### src/rtl/sd_req_arbiter.sv
// Round-robin arbiter sharing one SD-card sector port between the floppy (FDC) and ACSI clients.
// Grants one image-indexed request at a time, routes busy/done to the owner, and aborts unaccepted requests.
module sd_req_arbiter #(
    parameter logic [23:0] TIMEOUT = 24'd1_000_000
) (
    input  logic        clk,
    input  logic        reset,
    input  logic [1:0]  fdc_rd_req,
    input  logic [1:0]  fdc_wr_req,
    input  logic [31:0] fdc_lba,
    output logic        fdc_busy,
    output logic        fdc_done,
    input  logic [1:0]  acsi_rd_req,
    input  logic [1:0]  acsi_wr_req,
    input  logic [31:0] acsi_lba,
    output logic        acsi_busy,
    output logic        acsi_done,
    output logic [3:0]  sd_rd,
    output logic [3:0]  sd_wr,
    output logic [31:0] sd_lba,
    input  logic        sd_busy,
    input  logic        sd_done,
    output logic        timeout_err
);

    typedef enum logic [1:0] {IDLE, REQ, XFER, HOLD} state_t;
    typedef enum logic [1:0] {OWN_NONE, OWN_FDC, OWN_ACSI} owner_t;

    state_t      state;
    owner_t      owner;
    logic        last_acsi;
    logic [23:0] timer;

    logic        fdc_any;
    logic        acsi_any;
    logic        grant_fdc;
    logic        grant_acsi;
    logic [3:0]  client_sel;

    // Result is {wr_onehot, rd_onehot}: lowest bit wins, read beats write on the same bit.
    function automatic logic [3:0] pick_req(input logic [1:0] rd, input logic [1:0] wr);
        if (rd[0])      return 4'b0001;
        else if (wr[0]) return 4'b0100;
        else if (rd[1]) return 4'b0010;
        else if (wr[1]) return 4'b1000;
        else            return 4'b0000;
    endfunction

    // NOTE: every always_comb output gets a default first so no latch is inferred.
    always_comb begin
        fdc_any    = |{fdc_rd_req, fdc_wr_req};
        acsi_any   = |{acsi_rd_req, acsi_wr_req};
        grant_fdc  = fdc_any && (!acsi_any || last_acsi);
        grant_acsi = acsi_any && !grant_fdc;
        client_sel = 4'b0000;
        if (grant_fdc)
            client_sel = pick_req(fdc_rd_req, fdc_wr_req);
        else if (grant_acsi)
            client_sel = pick_req(acsi_rd_req, acsi_wr_req);
    end

    // NOTE: sequential state uses non-blocking assignments only.
    always_ff @(posedge clk) begin
        if (reset) begin
            state       <= IDLE;
            owner       <= OWN_NONE;
            last_acsi   <= 1'b1;
            timer       <= 24'd0;
            sd_rd       <= 4'b0000;
            sd_wr       <= 4'b0000;
            sd_lba      <= 32'd0;
            timeout_err <= 1'b0;
        end else begin
            timeout_err <= 1'b0;
            case (state)
                IDLE: begin
                    if (grant_fdc || grant_acsi) begin
                        owner     <= grant_fdc ? OWN_FDC : OWN_ACSI;
                        last_acsi <= grant_acsi;
                        timer     <= 24'd0;
                        state     <= REQ;
                        if (grant_fdc) begin
                            sd_lba <= fdc_lba;
                            sd_rd  <= {2'b00, client_sel[1:0]};
                            sd_wr  <= {2'b00, client_sel[3:2]};
                        end else begin
                            sd_lba <= acsi_lba;
                            sd_rd  <= {client_sel[1:0], 2'b00};
                            sd_wr  <= {client_sel[3:2], 2'b00};
                        end
                    end
                end
                REQ: begin
                    if (sd_busy) begin
                        sd_rd <= 4'b0000;
                        sd_wr <= 4'b0000;
                        state <= XFER;
                    end else if (TIMEOUT != 24'd0 && timer == TIMEOUT - 24'd1) begin
                        sd_rd       <= 4'b0000;
                        sd_wr       <= 4'b0000;
                        timeout_err <= 1'b1;
                        state       <= IDLE;
                    end else if (timer != 24'hFF_FFFF) begin
                        timer <= timer + 24'd1;
                    end
                end
                XFER: begin
                    if (sd_done)
                        state <= HOLD;
                end
                HOLD: state <= IDLE;
                default: state <= IDLE;
            endcase
        end
    end

    // Owner is kept after an abort so the abort pulse still reaches the right client.
    always_comb begin
        fdc_busy  = sd_busy && owner == OWN_FDC  && (state == REQ || state == XFER);
        acsi_busy = sd_busy && owner == OWN_ACSI && (state == REQ || state == XFER);
        fdc_done  = (sd_done && owner == OWN_FDC  && state == XFER) || (timeout_err && owner == OWN_FDC);
        acsi_done = (sd_done && owner == OWN_ACSI && state == XFER) || (timeout_err && owner == OWN_ACSI);
    end

endmodule

### config.mk
export PLATFORM = sky130hd
export DESIGN_NAME = sd_req_arbiter
export DESIGN_NICKNAME = d
export VERILOG_FILES = /design/src/rtl/sd_req_arbiter.sv
export SDC_FILE = /design/constraint.sdc
export NUM_CORES = 1
export LEC_CHECK = 0
export CORE_ASPECT_RATIO = 1.25
export CORE_MARGIN = 2
export CORE_UTILIZATION = 35
export CTS_BUF_LIST = sky130_fd_sc_hd__clkbuf_8
export DETAILED_ROUTE_END_ITERATION = 16
export GPL_ROUTABILITY_DRIVEN = 0
export PLACE_DENSITY = 0.73
export SYNTH_ARGS = -nofsm -noshare
export SYNTH_HDL_FRONTEND = slang
export SYNTH_SLANG_ARGS = --single-unit
### constraint.sdc
create_clock -name clk -period 2.3 [get_ports clk]
set_clock_uncertainty 0.15 [all_clocks]
set_input_delay 0.575 -clock clk [delete_from_list [all_inputs] [get_ports clk]]
set_output_delay 0.575 -clock clk [all_outputs]
set_load 0.02 [all_outputs]
==> results of run 1 <==
-- power groups by stage --
stage / Combinational (W) / Sequential (W) / Clock, W
finish: 0.00120 / 0.00138 / 0.00102
global route: 0.00129 / 0.00139 / 0.00109
CTS: 0.00115 / 0.00137 / 0.00104
detailed placement: 0.00113 / 0.00140 / 0
global placement: 0.00110 / 0.00140 / 0
floorplan: 0.000480 / 0.00150 / 0
-- kinds of logic after synthesis --
group,count (synthesis),synth area share
buffers and inverters,43,0.0523
AO/OA/AOI/OAI,146,0.294
flip-flops,70,0.386
AND/OR/NAND/NOR,161,0.251
adder cells (fa/ha/maj),5,0.0172
-- per-stage QoR --
step           instance area (um2)  worst slack, ns   util   TNS, ns  power [W]
2_1_floorplan                 3630           0.0595      -         0    0.00199
3_3_place_gp                  5310           -0.783  0.526    -42.23    0.00250
3_5_place_dp                  5310           -0.829  0.526    -44.70    0.00253
4_1_cts                       5550          0.00282  0.549         0    0.00356
5_1_grt                       5690          -0.0918  0.563    -0.381    0.00377
6_report                      5690         -0.00247  0.563  -0.00247    0.00359
-- path summary, 6_finish.rpt --
check | from | endpoint | slack [ns] | cells past startpoint
setup / recovery | timer[11] | timer[20] | -0.002 | 7
hold / removal | sd_lba[15] | sd_lba[15] | 0.30 | 2
setup reg to reg | timer[11] | timer[20] | -0.002 | 7
hold reg to reg | sd_lba[15] | sd_lba[15] | 0.30 | 2
-- metal layers --
layer | global-route usage | wire length, um
met4 | 0.0897 | 457
met3 | 0.0640 | 1020
met2 | 0.381 | 6440
met1 | 0.254 | 4800
met5 | 0 | 0
-- critical path, cell delays in order, from the launching register on --
cell	delay, ns
dfxtp_2	0.36
nor4b_4	0.33
nand4_1	0.15
buf_4	0.19
o311ai_4	0.47
buf_4	0.21
nor4_1	0.05
o221a_2	0.27
-- placed cells by master (no fill, tap or decap), types with 6 or more instances in the layout --
cell             netlist  layout
dfxtp_2                0       6
and2_1                 7       7
dfxtp_1               70      64
buf_4                  0      52
o21ai_1                7       9
a21oi_1               46      44
nor4_1                10       6
o211ai_1               6       6
nand3_1               18      17
clkdlybuf4s50_1        0     107
nand2_1               51      50
o21ai_0               13      11
nor2_1                12       9
a22oi_1               32      32
nand2b_1               6       6
nand4_1                8       8
nor3_1                10      10
inv_1                 16      12
clkbuf_8               0      10
-- state kept, by name, indices dropped and copies added, names as in the netlist, named ones only --
signal,flops
sd_lba,32
owner,2
last_acsi,1
sd_rd,4
sd_wr,4
state,1
timer,24
timeout_err,1
-- area by class of cell --
type,instances,area [um2]
clock inverters,6,61.3
flip-flops and latches,70,1410
well taps,129,161
diodes,1,2.50
fillers,875,4420
repair buffers,178,1660
inverters,16,60.1
clock buffers,10,138
multi-input cells,313,2200
-- repair_timing --
action                                 in CTS  in global routing
cloned                                      0                  1
setup endpoints to repair                  72                 68
resized for setup                          34                 42
setup buffers                               1                  1
endpoints found under the hold margin       0                  0
pin swaps                                   7                 11
==> flow_metrics.env, run 1 <==
export IMPL_start_kind="register"
export IMPL_sw_frac_of_total=0.327
export IMPL_die_w_um=95.1
export IMPL_synth_edf_count=0
export IMPL_avgViaCountPerCell=5.78
export IMPL_path_clk_slew_ns=0.08
export IMPL_io_pins=121
export IMPL_fin_cells=723
export IMPL_drcViolationCount=0
export IMPL_cts_tree="done"
export IMPL_criticalPathCategory="register to register"
export IMPL_fin_crit_ns=2.30
export IMPL_worst_slack_ns=-0.00247
export IMPL_ys_types=57
export IMPL_yosys_warnings=0
export IMPL_synth_most_common_cell="dfxtp_1"
export IMPL_grt_max_degree=37
export IMPL_dieArea_um2=11200
export IMPL_synthCells=425
export IMPL_required_ns=2.39
export IMPL_p_clk_frac=0.283
export IMPL_place_hpwl_mm=8.93
export IMPL_hold_viol=0
export IMPL_ctsHoldBuffers=0
export IMPL_syn_cell_area_um2=3630
export IMPL_layout_nets=669
export IMPL_routedWlPerCell_um=17.6
export IMPL_cts_sinks=70
export IMPL_p_per_area_nw_per_um2=631
export IMPL_power_frac_comb=0.333
export IMPL_cts_max_level=3
export IMPL_async_flop_share=0
export IMPL_grt_pass1_vias=4230
export IMPL_avgSynthCellArea_um2=8.55
export IMPL_cp_arrival_ns=2.39
export IMPL_area_delta_synth_final_pct=56.6
export IMPL_max_freq_mhz=434
export IMPL_ys_flop_type="dfxtp_1"
export IMPL_cts_made_buffers=9
export IMPL_drt_wl_total_mm=12.7
export IMPL_fin_hold_ws_ns=0.301
export IMPL_antenna_found_initial=1
export IMPL_power_switching_w=0.00117
export IMPL_violations="setup timing"
export IMPL_numPortBuffers=120
export IMPL_clock_path_buffers=2
export IMPL_worstMarginPinSlew_ns=0.577
export IMPL_num_rows=41
export IMPL_synth_seq_cells=70
export IMPL_netlist_top_cells_count="70 x dfxtp_1, 51 x nand2_1, 46 x a21oi_1"
export IMPL_coreArea_um2=10100
export IMPL_cap_viol_max_count=0
export IMPL_drive_gt1_frac=0.229
export IMPL_num_vias=4179
export IMPL_synth_top_cell_by_area="dfxtp_1"
export IMPL_antenna_left=0
export IMPL_overflow=0
export IMPL_cts_root_buf="clkbuf_8"
export IMPL_place_inst=703
export IMPL_final_max_slew_viol_count=0
export IMPL_end_kind="register"
export IMPL_firstDrtPassIters=5
export IMPL_slew_limit_headroom=0.615
export IMPL_insertion_delay_ns=0.35
export IMPL_chipHeight_um=118
export IMPL_synth_top_area_share=0.386
export IMPL_status="finished, violations left"
export IMPL_cp_max_fo=5
export IMPL_leakage_nw=2.02
export IMPL_finalCritPeriodShare=1.00
export IMPL_yosys_top_cells_area="dfxtp_1 39%, a22oi_1 6.6%, a21oi_1 6.3%, nand2_1 5.3%, nand3_1 2.5%"
export IMPL_grt_pass1_wl_mm=20.3
export IMPL_drtIter0Drc=292
export IMPL_start_util=0.360
export IMPL_grt_usage=0.222
export IMPL_p_seq_frac=0.384
export IMPL_ys_seq_area_frac=0.386
export IMPL_syn_nets=506
export IMPL_irDropWorstVdd_mv=0.403
export IMPL_hp_class="register to register"
export IMPL_internal_power_w=0.00242
export IMPL_setup_violations=1
Power figures use the tool's default switching activity.
==> run 2: changes to the inputs <==
--- a/config.mk
+++ b/config.mk
@@ -5,6 +5,7 @@
 export SDC_FILE = /design/constraint.sdc
 export NUM_CORES = 1
 export LEC_CHECK = 0
+export ABC_AREA = 0
 export CORE_ASPECT_RATIO = 1.25
 export CORE_MARGIN = 2
 export CORE_UTILIZATION = 35
==> results of run 2 <==
The final DEF is identical to that of run 1; final timing and power are the same.
==> run 3: changes to the inputs <==
--- a/config.mk
+++ b/config.mk
@@ -6,6 +6,7 @@
 export NUM_CORES = 1
 export LEC_CHECK = 0
 export ABC_AREA = 0
+export ABC_CLOCK_PERIOD_IN_PS = 2300
 export CORE_ASPECT_RATIO = 1.25
 export CORE_MARGIN = 2
 export CORE_UTILIZATION = 35
==> results of run 3 <==
The final DEF is identical to that of run 1; final timing and power are the same.
